<file path="src/rtl/serial_addsub.sv">
// Digit-serial adder/subtractor: DIGIT bits per cycle, result after N=WIDTH/DIGIT cycles.
// Operands are accepted only in IDLE. The result is held in DONE until out_ready is high.
module serial_addsub #(
   parameter int WIDTH = 8,
   parameter int DIGIT = 1
) (
   input  logic             clk,
   input  logic             rst,
   input  logic             in_valid,
   output logic             in_ready,
   input  logic [WIDTH-1:0] a,
   input  logic [WIDTH-1:0] b,
   input  logic             sub,
   output logic             out_valid,
   input  logic             out_ready,
   output logic [WIDTH-1:0] sum,
   output logic             cout,
   output logic             ovf,
   output logic             busy
);

   localparam int N  = WIDTH / DIGIT;
   localparam int CW = $clog2(N) + 1;

   typedef enum logic [1:0] {IDLE, RUN, DONE} state_t;

   state_t           state, state_nxt;
   logic [WIDTH-1:0] a_reg, b_reg;
   logic             carry;
   logic [CW-1:0]    count;
   logic [DIGIT:0]   dsum;
   logic             msb_cin;
   logic             last_digit;
   logic             accept;

   assign dsum = {1'b0, a_reg[DIGIT-1:0]} + {1'b0, b_reg[DIGIT-1:0]} + {{DIGIT{1'b0}}, carry};
   // The sum bit equals a ^ b ^ carry-in, so the carry into the digit MSB can be recovered from it.
   assign msb_cin    = dsum[DIGIT-1] ^ a_reg[DIGIT-1] ^ b_reg[DIGIT-1];
   assign last_digit = (count == CW'(N - 1));
   assign accept     = (state == IDLE) && in_valid;

   assign in_ready  = (state == IDLE);
   assign out_valid = (state == DONE);
   assign busy      = (state != IDLE);

   always_ff @(posedge clk or posedge rst) begin
      if (rst) state <= IDLE;
      else     state <= state_nxt;
   end

   always_comb begin
      state_nxt = state;
      case (state)
         IDLE:    if (in_valid)   state_nxt = RUN;
         RUN:     if (last_digit) state_nxt = DONE;
         DONE:    if (out_ready)  state_nxt = IDLE;
         default: state_nxt = IDLE;
      endcase
   end

   always_ff @(posedge clk or posedge rst) begin
      if (rst) begin
         a_reg <= '0;
         b_reg <= '0;
         carry <= 1'b0;
         count <= '0;
         sum   <= '0;
         cout  <= 1'b0;
         ovf   <= 1'b0;
      end else if (accept) begin
         a_reg <= a;
         b_reg <= sub ? ~b : b;
         carry <= sub;
         count <= '0;
      end else if (state == RUN) begin
         // Result digits enter at the MSB end, so after N shifts digit 0 sits at the LSB.
         sum   <= WIDTH'({dsum[DIGIT-1:0], sum} >> DIGIT);
         a_reg <= a_reg >> DIGIT;
         b_reg <= b_reg >> DIGIT;
         carry <= dsum[DIGIT];
         count <= count + CW'(1);
         if (last_digit) begin
            cout <= dsum[DIGIT];
            ovf  <= dsum[DIGIT] ^ msb_cin;
         end
      end
   end

endmodule
</file>
<file path="config.mk">
export PLATFORM = sky130hd
export DESIGN_NAME = serial_addsub
export DESIGN_NICKNAME = d
export VERILOG_FILES = /design/src/rtl/serial_addsub.sv
export SDC_FILE = /design/constraint.sdc
export NUM_CORES = 1
export LEC_CHECK = 0
export ABC_AREA = 1
export BUFFER_PORTS_ARGS = -buffer_cell sky130_fd_sc_hd__buf_4
export CAP_MARGIN = 30
export CORE_MARGIN = 2
export CORE_UTILIZATION = 35
export CTS_BUF_LIST = sky130_fd_sc_hd__clkbuf_16
export CTS_CLUSTER_SIZE = 14
export DETAILED_ROUTE_END_ITERATION = 10
export PLACE_DENSITY = 0.57
export SYNTH_ARGS = -nofsm -noshare
export SYNTH_HDL_FRONTEND = slang
export SYNTH_SLANG_ARGS = --single-unit
</file>
<file path="constraint.sdc">
create_clock -name clk -period 1.8 [get_ports clk]
set_clock_uncertainty 0.15 [all_clocks]
set_input_delay 0.18 -clock clk [delete_from_list [all_inputs] [get_ports clk]]
set_output_delay 0.18 -clock clk [all_outputs]
set_load 0.005 [all_outputs]
</file>
==> results of run 1 <==
[kinds of logic (layout without fill, tap and decap cells)]
logic type	count (synthesis)	in the layout	share of synthesized area, %
and+or+nand+nor	131	131	31.46
DFF	33	33	50.04
buffers and inverters	22	68	7.202
AOI/OAI and AO/OA	13	13	5.080
xor gates and xnor gates	8	8	4.246
adders and majority gates	2	2	1.971
[critical path, delay by kind of cell, from the launching register on]
kind          cells  cell delay (ns)
buf+inv           1             0.11
fa+ha+maj         1             0.53
flops             1             0.42
simple gates      5             0.26
[cell usage in the layout, fill, tap and decap left out, drive strengths merged]
cell / netlist / routed
nor2: 5 / 5
dlygate4sd3: 0 / 9
nand2: 118 / 118
nand3: 8 / 8
dfrtp: 33 / 33
fa: 1 / 1
inv: 14 / 15
xnor2: 8 / 8
o31ai: 1 / 1
ha: 1 / 1
o211ai: 2 / 2
buf: 7 / 37
clkbuf: 0 / 5
clkinv: 1 / 2
o21ai: 10 / 10
[path summary, 6_finish.rpt]
check | cells past startpoint | to | slack [ns] | startpoint
setup reg to reg | 7 | ovf$_DFFE_PP0P_ | 0.21 | a_reg[0]$_DFFE_PP0P_
hold / removal | 3 | a_reg[7]$_DFFE_PP0P_ | -0.0001 | a[7]
min in group asynchronous | 4 | sum[4]$_DFFE_PP0P_ | 0.41 | rst
hold reg to reg | 2 | b_reg[2]$_DFFE_PP0P_ | 0.32 | b_reg[2]$_DFFE_PP0P_
max in group asynchronous | 4 | b_reg[2]$_DFFE_PP0P_ | 0.79 | rst
setup / recovery | 7 | ovf$_DFFE_PP0P_ | 0.21 | a_reg[0]$_DFFE_PP0P_
[through the flow]
stage	instances	worst slack, ns
after global routing	307	0.1160
after detailed placement	291	0.2279
after global placement	291	0.2467
final	307	0.2130
after floorplan	209	0.2892
after CTS	306	0.1994
[where the power goes]
part	internal, uW	leakage [uW]	switching [uW]	total [uW]
logic	603	0.000665	767	1370
registers	1060	0.000420	223	1280
clock network	492	0.0000685	268	760
total	2150	0.00115	1260	3410
[metal layers]
layer | part of all wire [%] | vias to the layer above | GRT usage [%] | routed length (um)
met2 | 47 | 23 | 21.92 | 1511
li1 | - | 727 | - | -
met4 | 1.3 | 0 | 5.556 | 42
met1 | 48 | 617 | 16.70 | 1569
met5 | 0 | - | 0 | 0
met3 | 3.8 | 2 | 4.972 | 122
[cell type report]
class                   count  area (um^2)  area share (%)
inverters                  15        60.06           2.784
well taps                  52        65.06           3.016
flip-flops and latches     33        825.8           38.28
clock inverters             2        7.507          0.3480
repair buffers             46        367.9           17.05
multi-input cells         154        705.7           32.71
clock buffers               5        125.1           5.800
==> results.txt, run 1 <==
* Vias per inst: roughly 4.5
- In this run, synthesis inferred 0 flip-flops with an integrated enable.
- For this configuration, the core starts out at a cell density of 37.13%.
- The die covers between 5000 and 6000 um^2.
- The first routing iteration left 58 violations.
- Static timing analysis puts the maximum clock frequency at between 600 and 700 MHz.
- After detailed placement, the total cell area comes to 1934 um^2.
- Cell taking the most area after synthesis: dfrtp_1
- Once the clock tree was built, the setup fixing pass inserted 0 buffers.
- On the final layout, the worst hold slack is -0.0001459 ns.
- For this block, the routed nets add up to ~3.2 mm of wire.
- The area growth from synthesis to layout is 30.71%.
- CP most frequent cell: nand2_1
- In the finished design, the share of the clock period the worst path needs comes to between 80 and 90%.
* Max_slew headroom: slightly above 70%
- In the final layout, the share of cells above drive strength 1 is around a fifth.
- In the final timing run, aggregate negative setup slack is 0 ns.
- Pin placement for this block handled 34 I/O pins.
- In this run the power density over the cells is approximately 1600 nW/um^2.
- Clock tree root driver cell: clkbuf_16
- Proportion of synthesized chip area in sequential cells: about half
- Top post-synthesis cells by area: dfrtp_1 50%, nand2_1 26%, xnor2_1 4.2%
* Power, Total: 3411 uW
- Averaged over all synthesized cells, the footprint is approximately 7.9 um^2.
- Kind of end point of the critical path: register
- TritonCTS created 5 clock buffers.
* Leakage: ~0.0012 uW
- RSZ-0062 raised after global routing: no
* TritonCTS clock tree: done
- Row cnt: 24
- Dividing the detail-routed wire length by the instance count gives roughly 11 um.
- Ys Warns: 0
- The number of max-slew violations in the final report came to 0.
- Maximum number of pins on one net before global-route repair: 34
- Deepest level of the CTS H-tree: 2
* Arrival @ worst endpoint: 1.60 ns
- Share of synthesized registers carrying an async set or reset: 100.0%
* Via count of the first global-routing pass: between 1000 and 1500
- The tool flagged a number of max-cap violations equal to 0.
- Clk slew on worst S/H paths: approximately 0.050 ns
- At the worst endpoint, the required time is between 1.5 and 2 ns.
* Worst Tran Pin Value: roughly 0.42 ns
* Mapped cell area: roughly 1700 um^2
* Placeable core region: ~4400 um^2
- The netlist uses 20 different library cells.
* Commonest cells post-synth: 116 x nand2_1, 33 x dfrtp_1, 13 x inv_1
- Clock tree synthesis found a total of 33 sinks.
- Most frequent cell after synthesis: nand2_1
- Area share of the leading cell type in the synthesized netlist: roughly 50%
- Total via count after detailed routing: around 1400
* DRC violations left: 0
- The floorplan step set the die height to 72.67 um.
- The cell count after synthesis came out at 209.
- CP Launch Type: register
* GP Congestion: 0.7371
- Finished Core Util: between 40% and 50%
- The repair_antennas step left the layout with diodes totalling 0.
- Traced cell by cell, the critical path runs through fa_1 -> inv_1 -> nand2_1 -> nand2_1 -> nand2_1 -> nand3_1 -> nand2_1.
- The first global-routing pass estimated roughly 5.5 mm of wire.
- Total half-perimeter wirelength after legalization and detailed placement: around 2.2 mm
* Cell with the biggest individual delay on the critical path: fa_1
- The number of gates resized after CTS was 0.
* Shortest clock period the worst path allows after layout: between 1.5 and 2 ns
- The number of nets in the synthesized netlist is between 200 and 250.
- Total global routing track utilization: 13.66%
* Hold violation count in the final report: 1
* Critical path start-end classification: register to register
* Number of hold-repair buffers added at the cts stage: 8
- After routing the design area is about 2200 um^2.
- In this run the worst path has a maximum fanout of 5.
* Violations in the final reports: negative hold slack
- On the worst path, the slowest cell contributes a delay of roughly 0.53 ns.
* Total setup violations reported at the end of the flow: 0
* DRT Pass-1 Iters: 4
- Remaining global-route overflow: 0
- Clk_lat worst skew: about 0.27 ns
* Primary FF master, synth: dfrtp_1
* Max clock buf depth: 2
- The number of antenna violations at the first check in global routing was 0.
* Hold WC Path Type: input pin to register
- The run finished, with violations left.
- VDD sags by at most 0.7618 mV.
- The layout has ~460 filler cells.
- Die width: 72.67 um
- In this run the remaining antenna-violating nets after routing total 0.
- The net count of the finished layout is 278.
* I/O Buffers: 33
* Post-synthesis register bit count: 33
(Power assumes the default switching activity.)
==> run 2, diff against run 1 <==
--- a/config.mk
+++ b/config.mk
@@ -10,7 +10,7 @@
 export CAP_MARGIN = 30
 export CORE_MARGIN = 2
 export CORE_UTILIZATION = 35
-export CTS_BUF_LIST = sky130_fd_sc_hd__clkbuf_16
+export CTS_BUF_LIST = sky130_fd_sc_hd__clkbuf_8
 export CTS_CLUSTER_SIZE = 14
 export DETAILED_ROUTE_END_ITERATION = 10
 export PLACE_DENSITY = 0.57
==> results.txt, run 2 (same netlist as run 1, synthesis figures left out) <==
* Max clock buf depth: 2 (unchanged)
- CP Launch Type: register
- The largest net degree at the start of global routing was 34 (unchanged).
- The area growth from synthesis to layout is 28.51%.
* Violation count after the first detailed-route iteration: 65 (+12%)
* WP data required: 1.83 ns (+0.02 ns)
- Critical path start-end classification: register to register
* Die height: 72.67 um (unchanged)
* Non-Filler Instances: 308 (+0.33%)
* Total of max-cap violations: 0 (unchanged)
- Die Area: 5280 um^2 (unchanged)
- Total clock buffers created by CTS: 5 (unchanged)
* Cell class contributing the biggest share of worst-path delay: adder cells
- The clock period minus final worst setup slack came to 1.577 ns (-0.01049 ns).
- Clock tree root driver cell: clkbuf_8
* Starting density of the core: 37.13% (unchanged)
- The residual DRC count was 0 (unchanged).
- Number of pins with negative max-slew slack in the final report: 0 (unchanged)
* Combined flip-flop and latch cell area: 825.8 um^2 (unchanged)
- Post-route antenna net violation count: 0 (unchanged)
- Max_slew headroom: 71.97% (about the same)
* Deepest level of the CTS H-tree: 2 (unchanged)
- Detail-routed net length per standard cell: 10.72 um (+1.4%)
* Total via count after detailed routing: 1388 (+1.4%)
* Total global routing track utilization: 14.00% (+0.34 points)
- Hold WC Path Type: input pin to register
- Layout fillers: 476 (+2.8%)
- TritonCTS clock tree: done
- Hold violation count in the final report: 0 (-1)
* Most frequent standard cell in the layout excluding fill and tap cells: nand2_1
* Placeable core region: 4444 um^2 (unchanged)
* Total setup violations reported at the end of the flow: 0 (unchanged)
- Commonest cells after routing, fill and taps aside: 116 x nand2_1, 37 x buf_4, 33 x dfrtp_1
- Min Hold Slack: 0.03538 ns (+0.03553 ns)
* Final setup margin: 0.2234 ns (+0.01049 ns)
- The largest individual stage delay along the critical path comes from the cell fa_1.
- The top-level I/O count came to 34 (unchanged).
* Highest cell delay on the worst timing path: 0.53 ns (about the same)
- The share of layout cells above drive strength 1 came to 19.14% (+0.32 points).
- The number of placement rows came to 24 (unchanged).
- Power density cells: 1508 nW/um^2 (-4.6%)
- Final Cycle Share: 87.59% (-0.58 points)
- The mean number of vias per cell was 4.506 (+1.1%).
- The leakage power total was 0.001138 uW (-1.4%).
- DP Worst Slack: 0.2279 ns (unchanged)
- Antenna cells: 0 (unchanged)
- Combined buffer and inverter count along the critical path: 1 (unchanged)
* Post-detailed-routing wire length: 3.301 mm (+1.7%)
- Net count, final: 279 (+0.36%)
- The clock net sink count came to 33 (unchanged).
- RSZ-0062 raised after global routing: no
* Worst supply voltage drop on vdd: 0.5292 mV (-31%)
* Maximum fanout along the worst path: 5 (unchanged)
- Via count of the first global-routing pass: 1319 (+1.5%)
- The setup total negative slack was 0 ns (unchanged).
- Outcome: completed
- Remaining global-route overflow: 0 (unchanged)
- The cell that appears most often on the critical path is nand2_1.
- Maximum achievable frequency: 634.3 MHz (+0.67%)
- GP Congestion: 0.7371 (unchanged)
* Post-CTS setup buffers: 0 (unchanged)
- Arrival @ worst endpoint: 1.61 ns (about the same)
* Clk slew on worst S/H paths: 0.06 ns (about the same)
- The wire length of the first global-routing pass was 5.595 mm (+1.9%).
* Number of antenna violations at the first check in global routing: 0 (unchanged)
- The worst setup path is captured at a register.
- Die width: 72.67 um (unchanged)
- Total half-perimeter wirelength after legalization and detailed placement: 2.240 mm (unchanged)
- I/O Buffers: 33 (unchanged)
- The insertion delay of the later-clocked pin in the worst-skew pair is 0.28 ns (about the same).
* Cell Count Post-Placement: 291 (unchanged)
- DRT Pass-1 Iters: 4 (unchanged)
- The signal on the critical path passes through fa_1 -> inv_1 -> nand2_1 -> nand2_1 -> nand2_1 -> nand3_1 -> nand2_1.
- Area taken by multi-input logic gates: 705.7 um^2 (unchanged)
- The transition time at the pin with the least slew margin was 0.4204 ns (+0.0006648 ns).
==> run 2: repair_timing <==
action / CTS / global route
resized for setup: 0 / 0
hold buffers: 10 / 0
hold endpoints to repair: 42 / 0
==> run 2: final timing paths <==
kind	slack, ns	cells after the start	from	to
setup reg to reg	0.22	7	a_reg[0]$_DFFE_PP0P_	ovf$_DFFE_PP0P_
min in group asynchronous	0.39	4	rst	sum[4]$_DFFE_PP0P_
hold reg to reg	0.33	2	ovf$_DFFE_PP0P_	ovf$_DFFE_PP0P_
max in group asynchronous	0.80	4	rst	sum[2]$_DFFE_PP0P_
setup / recovery	0.22	7	a_reg[0]$_DFFE_PP0P_	ovf$_DFFE_PP0P_
hold / removal	0.04	3	b[7]	b_reg[7]$_DFFE_PP0P_
==> run 2: through the flow <==
stage	cell area, um^2	util (%)	power [uW]
2_1_floorplan	1650	-	2259
3_3_place_gp	1934	43.52	2656
3_5_place_dp	1934	43.52	2670
4_1_cts	2121	47.72	3251
5_1_grt	2121	47.72	3537
6_report	2121	47.72	3198
==> run 2: cell type report <==
| class | instances | share of cell area, % |
|---|---|---|
| inverters | 15 | 2.832 |
| repair buffers | 47 | 17.82 |
| clock inverters | 1 | 0.1770 |
| flip-flops and latches | 33 | 38.94 |
| well taps | 52 | 3.068 |
| multi-input cells | 154 | 33.27 |
| clock buffers | 6 | 3.894 |
==> run 2: report_power, final <==
part	total [uW]	switching [uW]	internal [uW]	leakage, uW
clock network	546	249	297	0.0000485
registers	1280	224	1060	0.000420
logic	1370	768	603	0.000669
total	3200	1240	1960	0.00114
==> run 2: worst register-to-register path, delay by kind of cell, from the launching register on <==
family / cells / cell delay, ns
adder cells (fa/ha/maj): 1 / 0.53
flip-flops: 1 / 0.43
AND/OR/NAND/NOR: 5 / 0.26
buffers and inverters: 1 / 0.10
==> run 2: per-layer routing <==
metal  GRT usage (%)  part of all wire (%)  vias up
li1                -                     -      728
met5               0                     0        -
met3           4.972                   3.5        8
met4           6.790                   2.4        0
met2           22.32                    46       28
met1           16.84                    49      624
